$ cat config.mk
export PLATFORM = sky130hd
export DESIGN_NAME = pipeline_credit_fifo
export DESIGN_NICKNAME = d
export VERILOG_FILES = /design/src/rtl/pipeline_credit_pkg.sv /design/src/rtl/pipeline_credit_fifo_mem.sv /design/src/rtl/pipeline_credit_fifo.sv
export SDC_FILE = /design/constraint.sdc
export NUM_CORES = 1
export LEC_CHECK = 0
export CELL_PAD_IN_SITES_DETAIL_PLACEMENT = 1
export CELL_PAD_IN_SITES_GLOBAL_PLACEMENT = 1
export CORE_UTILIZATION = 49
export CTS_BUF_LIST = sky130_fd_sc_hd__clkbuf_2
export DETAILED_ROUTE_END_ITERATION = 16
export PLACE_DENSITY = 0.9
export SYNTH_ARGS = -nofsm -noshare
export SYNTH_HDL_FRONTEND = slang
export SYNTH_SLANG_ARGS = --single-unit
$ cat constraint.sdc
create_clock -name clk -period 2.4 [get_ports clk]
set_input_delay 0.36 -clock clk [delete_from_list [all_inputs] [get_ports clk]]
set_output_delay 0.36 -clock clk [all_outputs]
set_load 0.1 [all_outputs]
$ cat src/rtl/pipeline_credit_pkg.sv
// Shared defaults and types for the credit-managed pipeline output FIFO.
package pipeline_credit_pkg;

    localparam int DEF_DATA_WIDTH = 32;
    localparam int DEF_LATENCY    = 2;
    localparam int DEF_DEPTH      = 4;
    localparam int DEF_CREDIT_W   = $clog2(DEF_DEPTH + 1);

    typedef logic [DEF_CREDIT_W-1:0] credit_t;

endpackage

$ cat src/rtl/pipeline_credit_fifo_mem.sv
// Result store: register array with wrapping head/tail pointers and occupancy.
module pipeline_credit_fifo_mem
    import pipeline_credit_pkg::*;
#(
    parameter int DATA_WIDTH = DEF_DATA_WIDTH,
    parameter int DEPTH      = DEF_DEPTH
) (
    input  logic                         clk,
    input  logic                         rst_n,
    input  logic                         push,
    input  logic [DATA_WIDTH-1:0]        push_data,
    input  logic                         pop,
    output logic                         out_valid,
    output logic [DATA_WIDTH-1:0]        out_data,
    output logic [$clog2(DEPTH+1)-1:0]   occupancy
);

    localparam int PW = (DEPTH > 1) ? $clog2(DEPTH) : 1;
    localparam int CW = $clog2(DEPTH + 1);

    logic [DEPTH-1:0][DATA_WIDTH-1:0] mem_q, mem_d;
    logic [PW-1:0] head_q, head_d;
    logic [PW-1:0] tail_q, tail_d;
    logic [CW-1:0] occ_q, occ_d;

    function automatic logic [PW-1:0] wrap_inc(input logic [PW-1:0] p);
        return (p == PW'(DEPTH - 1)) ? '0 : p + 1'b1;
    endfunction

    always_comb begin
        mem_d  = mem_q;
        head_d = head_q;
        tail_d = tail_q;
        occ_d  = occ_q;
        if (push) begin
            mem_d[tail_q] = push_data;
            tail_d        = wrap_inc(tail_q);
        end
        if (pop) begin
            head_d = wrap_inc(head_q);
        end
        if (push && !pop) begin
            occ_d = occ_q + 1'b1;
        end else if (pop && !push) begin
            occ_d = occ_q - 1'b1;
        end
    end

    always_ff @(posedge clk or negedge rst_n) begin
        if (!rst_n) begin
            head_q <= '0;
            tail_q <= '0;
            occ_q  <= '0;
        end else begin
            head_q <= head_d;
            tail_q <= tail_d;
            occ_q  <= occ_d;
        end
    end

    // Payload needs no reset; out_data is masked while empty.
    always_ff @(posedge clk) begin
        mem_q <= mem_d;
    end

    assign out_valid = (occ_q != '0);
    assign out_data  = out_valid ? mem_q[head_q] : '0;
    assign occupancy = occ_q;

    a_no_overflow: assert property (
        @(posedge clk) disable iff (!rst_n)
        !(push && (occ_q == CW'(DEPTH)))
    );

endmodule

$ cat src/rtl/pipeline_credit_fifo.sv
// Credit gate and valid tracker for a fixed-latency stall-free pipeline,
// capturing its results into an output FIFO that can never overflow.
module pipeline_credit_fifo
    import pipeline_credit_pkg::*;
#(
    parameter int DATA_WIDTH = DEF_DATA_WIDTH,
    parameter int LATENCY    = DEF_LATENCY,
    parameter int DEPTH      = DEF_DEPTH
) (
    input  logic                         clk,
    input  logic                         rst_n,
    input  logic                         in_valid,
    output logic                         in_ready,
    output logic                         issue,
    input  logic [DATA_WIDTH-1:0]        pipe_data,
    output logic                         out_valid,
    input  logic                         out_ready,
    output logic [DATA_WIDTH-1:0]        out_data,
    output logic [$clog2(DEPTH+1)-1:0]   credits
);

    localparam int CW = $clog2(DEPTH + 1);

    logic [LATENCY-1:0] valid_q, valid_d;
    logic [CW-1:0]      credits_q, credits_d;
    logic [CW-1:0]      occupancy;
    logic [CW-1:0]      inflight;
    logic               push;
    logic               pop;

    // rst_n gate keeps in_ready low while reset is held.
    assign in_ready = rst_n && (credits_q != '0);
    assign issue    = in_valid && in_ready;
    assign push     = valid_q[LATENCY-1];
    assign pop      = out_valid && out_ready;
    assign credits  = credits_q;

    always_comb begin
        valid_d    = valid_q << 1;
        valid_d[0] = issue;
        credits_d  = credits_q;
        if (issue && !pop) begin
            credits_d = credits_q - 1'b1;
        end else if (pop && !issue) begin
            credits_d = credits_q + 1'b1;
        end
    end

    always_ff @(posedge clk or negedge rst_n) begin
        if (!rst_n) begin
            valid_q   <= '0;
            credits_q <= CW'(DEPTH);
        end else begin
            valid_q   <= valid_d;
            credits_q <= credits_d;
        end
    end

    pipeline_credit_fifo_mem #(
        .DATA_WIDTH (DATA_WIDTH),
        .DEPTH      (DEPTH)
    ) u_mem (
        .clk        (clk),
        .rst_n      (rst_n),
        .push       (push),
        .push_data  (pipe_data),
        .pop        (pop),
        .out_valid  (out_valid),
        .out_data   (out_data),
        .occupancy  (occupancy)
    );

    always_comb begin
        inflight = '0;
        for (int i = 0; i < LATENCY; i++) begin
            inflight = inflight + CW'(valid_q[i]);
        end
    end

    a_credit_balance: assert property (
        @(posedge clk) disable iff (!rst_n)
        (32'(credits_q) + 32'(inflight) + 32'(occupancy)) == 32'(DEPTH)
    );

endmodule

==> metrics.log, run 1 <==
[metrics] Period minus WS final: 2.57 ns
[metrics] Setup WS post-layout: -0.165 ns
[metrics] wire length per cell after detailed routing: 21.9 µm
[metrics] die outline area: 11700 µm²
[metrics] depth of the CTS H-tree: 4
[metrics] total routing usage reported by global routing: 20.6%
[metrics] Via Count: 2707
[metrics] vias in the first global route: 3007
[metrics] total nets after synthesis: 302
[metrics] clock transition time at the flip-flop clock pins of the worst setup and hold paths: 0.19 ns
[metrics] area after detailed placement: 6850 µm²
[metrics] Initial Util: 50.7%
[metrics] most area-hungry cell type in the Yosys netlist: sky130_fd_sc_hd__edfxtp_1
[metrics] number of top-level pins: 74
[metrics] worst setup timing slack at the placement stage: 0.144 ns
[metrics] Max Clock Skew: 0.0365 ns
[metrics] initial drt markers: 116
[metrics] count of final max-slew check failures: 0
[metrics] antenna diode count: 0
[metrics] Syn Inst Count: 257
[metrics] share of the core filled with cells: 66.6%
[metrics] layout overhead on the synthesized area: 31.5%
[metrics] kind of cell adding the most delay to the critical path: multiplexers
[metrics] antenna violations before repair: 0
[metrics] wire length reported by the detailed router: 11.1 mm
[metrics] clock sinks: 140
[metrics] fin area: 7250 µm²
[metrics] Yosys Warn Count: 0
[metrics] Arr. time, crit path: 2.21 ns
[metrics] Critical Setup Path Class: register to output port
[metrics] top cells by area in the synthesized netlist: sky130_fd_sc_hd__edfxtp_1 70%, sky130_fd_sc_hd__mux4_2 11%, sky130_fd_sc_hd__dfrtp_1 5.0%
[metrics] TritonCTS clock tree: yes
[metrics] register area share after synthesis: 75.1%
[metrics] drt pass-1 iters: 4
[metrics] Die Y: 108 µm
[metrics] TritonCTS buffer count: 17
[metrics] count of maximum capacitance violations: 0
[metrics] Worst Tran Pin Value: 0.449 ns
[metrics] crit end category: output port
[metrics] row cnt: 38
[metrics] horizontal die dimension: 108 µm
[metrics] global-route wire length before repair: 16.6 mm
[metrics] ratio of final minimum period to clock period: 107%
[metrics] headroom to the max-slew limit: 70.1%
[metrics] path class of the lowest-slack min-delay path: input port to register
[metrics] Max Clock Freq: 390 MHz
[metrics] longest individual stage delay on the worst path: 0.52 ns
[metrics] half-perimeter wire length after detailed placement: 7.11 mm
[metrics] violated checks: setup timing
[metrics] Routed Antenna Nets: 0
[metrics] Mean Syn Cell Area: 21.5 µm²
[metrics] clock buffer depth: 2
[metrics] Req. time, crit path: 2.04 ns
[metrics] number of input and output port buffers inserted: 73
[metrics] Clock Tree Root: sky130_fd_sc_hd__clkbuf_2
[metrics] cell type of the slowest stage on the worst timing path: sky130_fd_sc_hd__mux4_2
[metrics] Synth Cell Area: 5520 µm²
[metrics] list of cells traversed by the critical path: buf_12 -> mux4_2 -> and2_4 -> buf_12
[metrics] Buf/Inv on CP: 2
[metrics] run status: finished, violations left
[metrics] total of flip-flops plus latches after synthesis: 140
[metrics] Core Box Area: 10900 µm²
[metrics] grt total ovfl: 0
[metrics] Routability Congestion: 0.646
[metrics] kind of start point of the critical path: register
[metrics] number of DRC violations after detailed routing: 0
[metrics] share of the synthesized area in the top cell type: 69.7%
[metrics] later-pin clock latency in the skew report: 0.67 ns
[metrics] setup repair after global routing missed its margin: true
[metrics] top fanout value on the critical path: 13
[metrics] number of unique standard cell types used by synthesis: 23
[metrics] final hold violation count: 0
[metrics] final net count: 400
[metrics] final sum of negative setup slack: -4.26 ns
[metrics] largest net degree at the start of global routing: 34
[metrics] setup violation total in the final timing report: 32
[metrics] share of cells above drive strength 1: 45.7%
[metrics] Vias per Instance: 5.33
[metrics] most common cell type on the critical path: sky130_fd_sc_hd__buf_12
==> synthesized netlist by cell type <==
cell                       instances
sky130_fd_sc_hd__nand2_1           2
sky130_fd_sc_hd__nand3_1           1
sky130_fd_sc_hd__dfstp_2           1
sky130_fd_sc_hd__nor2_1            3
sky130_fd_sc_hd__mux2i_1           1
sky130_fd_sc_hd__and2_1           37
sky130_fd_sc_hd__xnor2_1           2
sky130_fd_sc_hd__xor2_1            4
sky130_fd_sc_hd__mux4_1            4
sky130_fd_sc_hd__o31a_1            1
sky130_fd_sc_hd__buf_12            3
sky130_fd_sc_hd__fa_1              2
sky130_fd_sc_hd__inv_1             7
sky130_fd_sc_hd__mux4_2           28
sky130_fd_sc_hd__clkbuf_1          5
sky130_fd_sc_hd__or3_1             1
sky130_fd_sc_hd__mux2_2            3
sky130_fd_sc_hd__o21ai_0           2
sky130_fd_sc_hd__buf_2             3
sky130_fd_sc_hd__ha_1              7
sky130_fd_sc_hd__buf_6             1
sky130_fd_sc_hd__dfrtp_1          11
sky130_fd_sc_hd__edfxtp_1        128
==> final cells by class <==
| cell class | count | area, µm² |
|---|---|---|
| Multi-Input combinational cell | 98 | 1340 |
| Fill cell | 901 | 3630 |
| Clock buffer | 23 | 115 |
| Inverter | 7 | 26.3 |
| Clock inverter | 9 | 97.6 |
| Tap cell | 140 | 175 |
| Timing Repair Buffer | 91 | 1350 |
| Sequential cell | 140 | 4150 |
==> per-layer routing <==
| layer | wire length [µm] | GRT usage (%) |
|---|---|---|
| met5 | 0 | 0 |
| met4 | 73 | 7.34 |
| met3 | 422 | 5.30 |
| met2 | 6210 | 36.4 |
| met1 | 4420 | 24.3 |
==> final timing paths <==
kind	from	endpoint	slack [ns]	cells past startpoint
min reg2reg	valid_q[0]$_DFF_PN0_	valid_q[1]$_DFF_PN0_	0.39	0
min in group asynchronous	rst_n	credits[0]$_DFFE_PN0P_	0.57	3
max reg2reg	u_mem.occupancy[2]$_DFFE_PN0P_	u_mem.occupancy[2]$_DFFE_PN0P_	0.11	8
max	u_mem.head_q[0]$_DFFE_PN0P_	out_data[23]	-0.17	4
min	in_valid	valid_q[0]$_DFF_PN0_	0.30	2
max in group asynchronous	rst_n	credits[2]$_DFFE_PN1P_	1.60	3
==> kinds of logic (layout without fill, tap and decap cells) <==
logic type	after synthesis	count (layout)	synth area share, %
buffers and inverters	19	130	2.38
AND/OR/NAND/NOR	44	44	4.74
multiplexers	36	36	14.1
XOR/XNOR	6	6	0.953
AO/OA/AOI/OAI	3	3	0.340
flip-flops	140	140	75.1
adder cells (fa/ha/maj)	9	9	2.31
==> repair_timing <==
item | CTS | global route
gates cloned | 1 | 2
setup buffers | 3 | 3
endpoints found under the setup margin | 33 | 33
endpoints found under the hold margin | 11 | 0
hold buffers | 1 | 0
pin swaps | 0 | 33
resized for setup | 41 | 4
==> state kept, by name (all words and copies together), names as in the netlist <==
signal	count
u_mem.occupancy	3
u_mem.mem_q	128
credits	3
u_mem.tail_q	2
valid_q	2
u_mem.head_q	2
==> worst reg2reg max path, stage by stage (launching register included) <==
cell and delay, ns:
sky130_fd_sc_hd__dfrtp_1 0.43, sky130_fd_sc_hd__or3_4 0.46, sky130_fd_sc_hd__nand2_1 0.24, sky130_fd_sc_hd__ha_1 0.23, sky130_fd_sc_hd__inv_1 0.06, sky130_fd_sc_hd__fa_1 0.38
sky130_fd_sc_hd__xor2_1 0.15, sky130_fd_sc_hd__nor2_1 0.13, sky130_fd_sc_hd__xor2_1 0.15
==> stage by stage <==
step / instances / hold WS (ns)
floorplan: 257 / 0.0644
global placement: 467 / 0.339
detailed placement: 467 / 0.354
CTS: 504 / 0.254
global route: 508 / 0.222
finish: 508 / 0.304
==> cells in the final DEF (no fill, tap or decap), types with 6 or more instances in the layout <==
cell type / instances
sky130_fd_sc_hd__and2_4: 33
sky130_fd_sc_hd__buf_12: 44
sky130_fd_sc_hd__buf_4: 9
sky130_fd_sc_hd__clkbuf_2: 23
sky130_fd_sc_hd__clkdlybuf4s50_1: 35
sky130_fd_sc_hd__dfrtp_1: 7
sky130_fd_sc_hd__edfxtp_1: 128
sky130_fd_sc_hd__ha_1: 6
sky130_fd_sc_hd__inv_1: 6
sky130_fd_sc_hd__mux4_2: 32
Power of run 1 is not shown: default switching activity piles up to over one toggle a cycle in this logic, so the estimate is an artifact.
==> inputs of run 2 (changes only) <==
--- a/config.mk
+++ b/config.mk
@@ -7,10 +7,10 @@
 export LEC_CHECK = 0
 export CELL_PAD_IN_SITES_DETAIL_PLACEMENT = 1
 export CELL_PAD_IN_SITES_GLOBAL_PLACEMENT = 1
-export CORE_UTILIZATION = 49
+export CORE_UTILIZATION = 40
 export CTS_BUF_LIST = sky130_fd_sc_hd__clkbuf_2
 export DETAILED_ROUTE_END_ITERATION = 16
-export PLACE_DENSITY = 0.9
+export PLACE_DENSITY = 0.77
 export SYNTH_ARGS = -nofsm -noshare
 export SYNTH_HDL_FRONTEND = slang
 export SYNTH_SLANG_ARGS = --single-unit
==> metrics.log, run 2 (synthesized netlist as in run 1, its figures left out) <==
[metrics] Die Y: 119 µm (was 108 µm)
[metrics] wire length per cell after detailed routing: 20.7 µm (was 21.9 µm)
[metrics] Worst Reg-to-Reg Cells: 8 (unchanged)
[metrics] largest net degree at the start of global routing: 34 (unchanged)
[metrics] Req. time, crit path: 2.04 ns (about the same)
[metrics] Worst Tran Pin Value: 0.461 ns (was 0.449 ns)
[metrics] kind of start point of the critical path: register (unchanged)
[metrics] worst hold path stage count: 2 (unchanged)
[metrics] worst setup timing slack at the placement stage: 0.140 ns (was 0.144 ns)
[metrics] most flop-heavy register: u_mem.mem_q (unchanged)
[metrics] number of input and output port buffers inserted: 73 (unchanged)
[metrics] horizontal die dimension: 119 µm (was 108 µm)
[metrics] Critical Setup Path Class: register to output port (unchanged)
[metrics] ratio of final minimum period to clock period: 108% (was 107%)
[metrics] most common cell after layout, fill and taps aside: sky130_fd_sc_hd__edfxtp_1 (unchanged)
[metrics] half-perimeter wire length after detailed placement: 6.64 mm (was 7.11 mm)
[metrics] Initial Util: 41.3% (was 50.7%)
[metrics] clock transition time at the flip-flop clock pins of the worst setup and hold paths: 0.20 ns (was 0.19 ns)
[metrics] grt total ovfl: 0 (unchanged)
[metrics] count of maximum capacitance violations: 0 (unchanged)
[metrics] layout overhead on the synthesized area: 35.3% (was 31.5%)
[metrics] Routability Congestion: 0.657 (was 0.646)
[metrics] number of DRC violations after detailed routing: 0 (unchanged)
[metrics] setup repair after global routing missed its margin: true (unchanged)
[metrics] violated checks: setup timing (unchanged)
[metrics] Via Count: 2701 (was 2707)
[metrics] Max Clock Freq: 385 MHz (was 390 MHz)
[metrics] antenna diode count: 0 (unchanged)
[metrics] setup violation total in the final timing report: 32 (unchanged)
[metrics] clock sinks: 140 (unchanged)
[metrics] share of cells above drive strength 1: 46.8% (was 45.7%)
[metrics] Vias per Instance: 4.93 (was 5.33)
[metrics] count of final max-slew check failures: 0 (unchanged)
[metrics] Fill cells: 1195 (was 901)
[metrics] fin area: 7470 µm² (was 7250 µm²)
[metrics] Routed Antenna Nets: 0 (unchanged)
[metrics] total placed cells including tap cells: 504 (was 467)
[metrics] number of top-level pins: 74 (unchanged)
[metrics] global-route wire length before repair: 16.7 mm (was 16.6 mm)
[metrics] path class of the lowest-slack min-delay path: input port to register (unchanged)
[metrics] crit end category: output port (unchanged)
[metrics] Final Hold Slack: 0.257 ns (was 0.304 ns)
[metrics] area after detailed placement: 6890 µm² (was 6850 µm²)
[metrics] Largest register FFs: 128 (unchanged)
[metrics] row cnt: 42 (was 38)
[metrics] TritonCTS clock tree: yes (unchanged)
[metrics] TritonCTS buffer count: 17 (unchanged)
[metrics] top fanout value on the critical path: 7 (was 13)
[metrics] run status: finished, violations left (unchanged)
[metrics] final hold violation count: 0 (unchanged)
[metrics] Core Box Area: 13300 µm² (was 10900 µm²)
[metrics] drt pass-1 iters: 4 (unchanged)
[metrics] Period minus WS final: 2.60 ns (was 2.57 ns)
[metrics] final net count: 404 (was 400)
[metrics] total routing usage reported by global routing: 16.5% (was 20.6%)
[metrics] later-pin clock latency in the skew report: 0.69 ns (was 0.67 ns)
[metrics] Clock Tree Root: sky130_fd_sc_hd__clkbuf_2 (unchanged)
[metrics] Setup WS post-layout: -0.201 ns (was -0.165 ns)
[metrics] Finished Layout Cells: 548 (was 508)
[metrics] commonest cells after routing, fill and taps aside: 128 x sky130_fd_sc_hd__edfxtp_1, 45 x sky130_fd_sc_hd__buf_12, 35 x sky130_fd_sc_hd__clkdlybuf4s50_1 (was 128 x sky130_fd_sc_hd__edfxtp_1, 44 x sky130_fd_sc_hd__buf_12, 35 x sky130_fd_sc_hd__clkdlybuf4s50_1)
[metrics] clock buffer depth: 2 (unchanged)
[metrics] initial drt markers: 111 (was 116)
[metrics] Arr. time, crit path: 2.24 ns (was 2.21 ns)
[metrics] headroom to the max-slew limit: 69.2% (was 70.1%)
[metrics] die outline area: 14300 µm² (was 11700 µm²)
[metrics] depth of the CTS H-tree: 4 (unchanged)
[metrics] wire length reported by the detailed router: 11.4 mm (was 11.1 mm)
[metrics] antenna violations before repair: 0 (unchanged)
[metrics] Max Clock Skew: 0.0135 ns (was 0.0365 ns)
[metrics] vias in the first global route: 3047 (was 3007)
-- run 2: cell types whose count changed in the layout (fill, tap and decap cells not counted), sizes merged --
cell	previous run	this run
clkinvlp	0	4
inv	7	8
clkinv	7	5
clkbuf	24	22
bufinv	2	4
buf	54	55
-- run 2: per-layer routing --
layer  GRT usage [%]  share of wire (%)  up-vias
li1                -                  -     1219
met1            18.5                 41     1397
met2            29.3                 54       73
met3            5.22                4.0       12
met4            6.33                1.2        0
met5               0                  0        -
-- run 2: worst paths after layout --
kind                                             endpoint  slack (ns)                      startpoint
setup reg to reg           u_mem.occupancy[2]$_DFFE_PN0P_        0.13  u_mem.occupancy[2]$_DFFE_PN0P_
hold reg to reg                      valid_q[1]$_DFF_PN0_        0.40            valid_q[0]$_DFF_PN0_
setup / recovery                             out_data[24]       -0.20     u_mem.head_q[0]$_DFFE_PN0P_
min in group asynchronous            valid_q[0]$_DFF_PN0_        0.55                           rst_n
max in group asynchronous          credits[2]$_DFFE_PN1P_        1.62                           rst_n
hold / removal                       valid_q[0]$_DFF_PN0_        0.26                        in_valid
-- run 2: layout make-up --
class                      instances  area, µm²  share of cell area (%)
multi-input combinational         98       1340                    18.0
sequential                       140       4150                    55.6
clock inverter                    14        195                    2.61
tap                              176        220                    2.95
inverter                           7       26.3                   0.352
clock buffer                      18       90.1                    1.21
timing repair buffer              95       1440                    19.2
-- run 2: critical path: stages, from the launching register on --
cell	delay, ns
sky130_fd_sc_hd__dfrtp_2	0.42
sky130_fd_sc_hd__buf_12	0.15
sky130_fd_sc_hd__buf_12	0.14
sky130_fd_sc_hd__mux4_2	0.52
sky130_fd_sc_hd__and2_4	0.17
sky130_fd_sc_hd__buf_12	0.16
-- run 2: stage by stage --
step           utilization (%)  setup TNS, ns
6_report                  55.9          -5.61
5_1_grt                   55.9         -10.34
4_1_cts                   54.9          -9.46
3_5_place_dp              51.6              0
3_3_place_gp              51.6              0
2_1_floorplan                -         -0.239
-- run 2: repair_timing --
item	CTS	global route
pin swaps	1	32
hold buffers	1	0
gates resized for setup	42	5
setup endpoints to repair	33	34
endpoints found under the hold margin	11	0
buffers inserted	3	3
cloned	1	5
Power of run 2 is left out for the same reason.
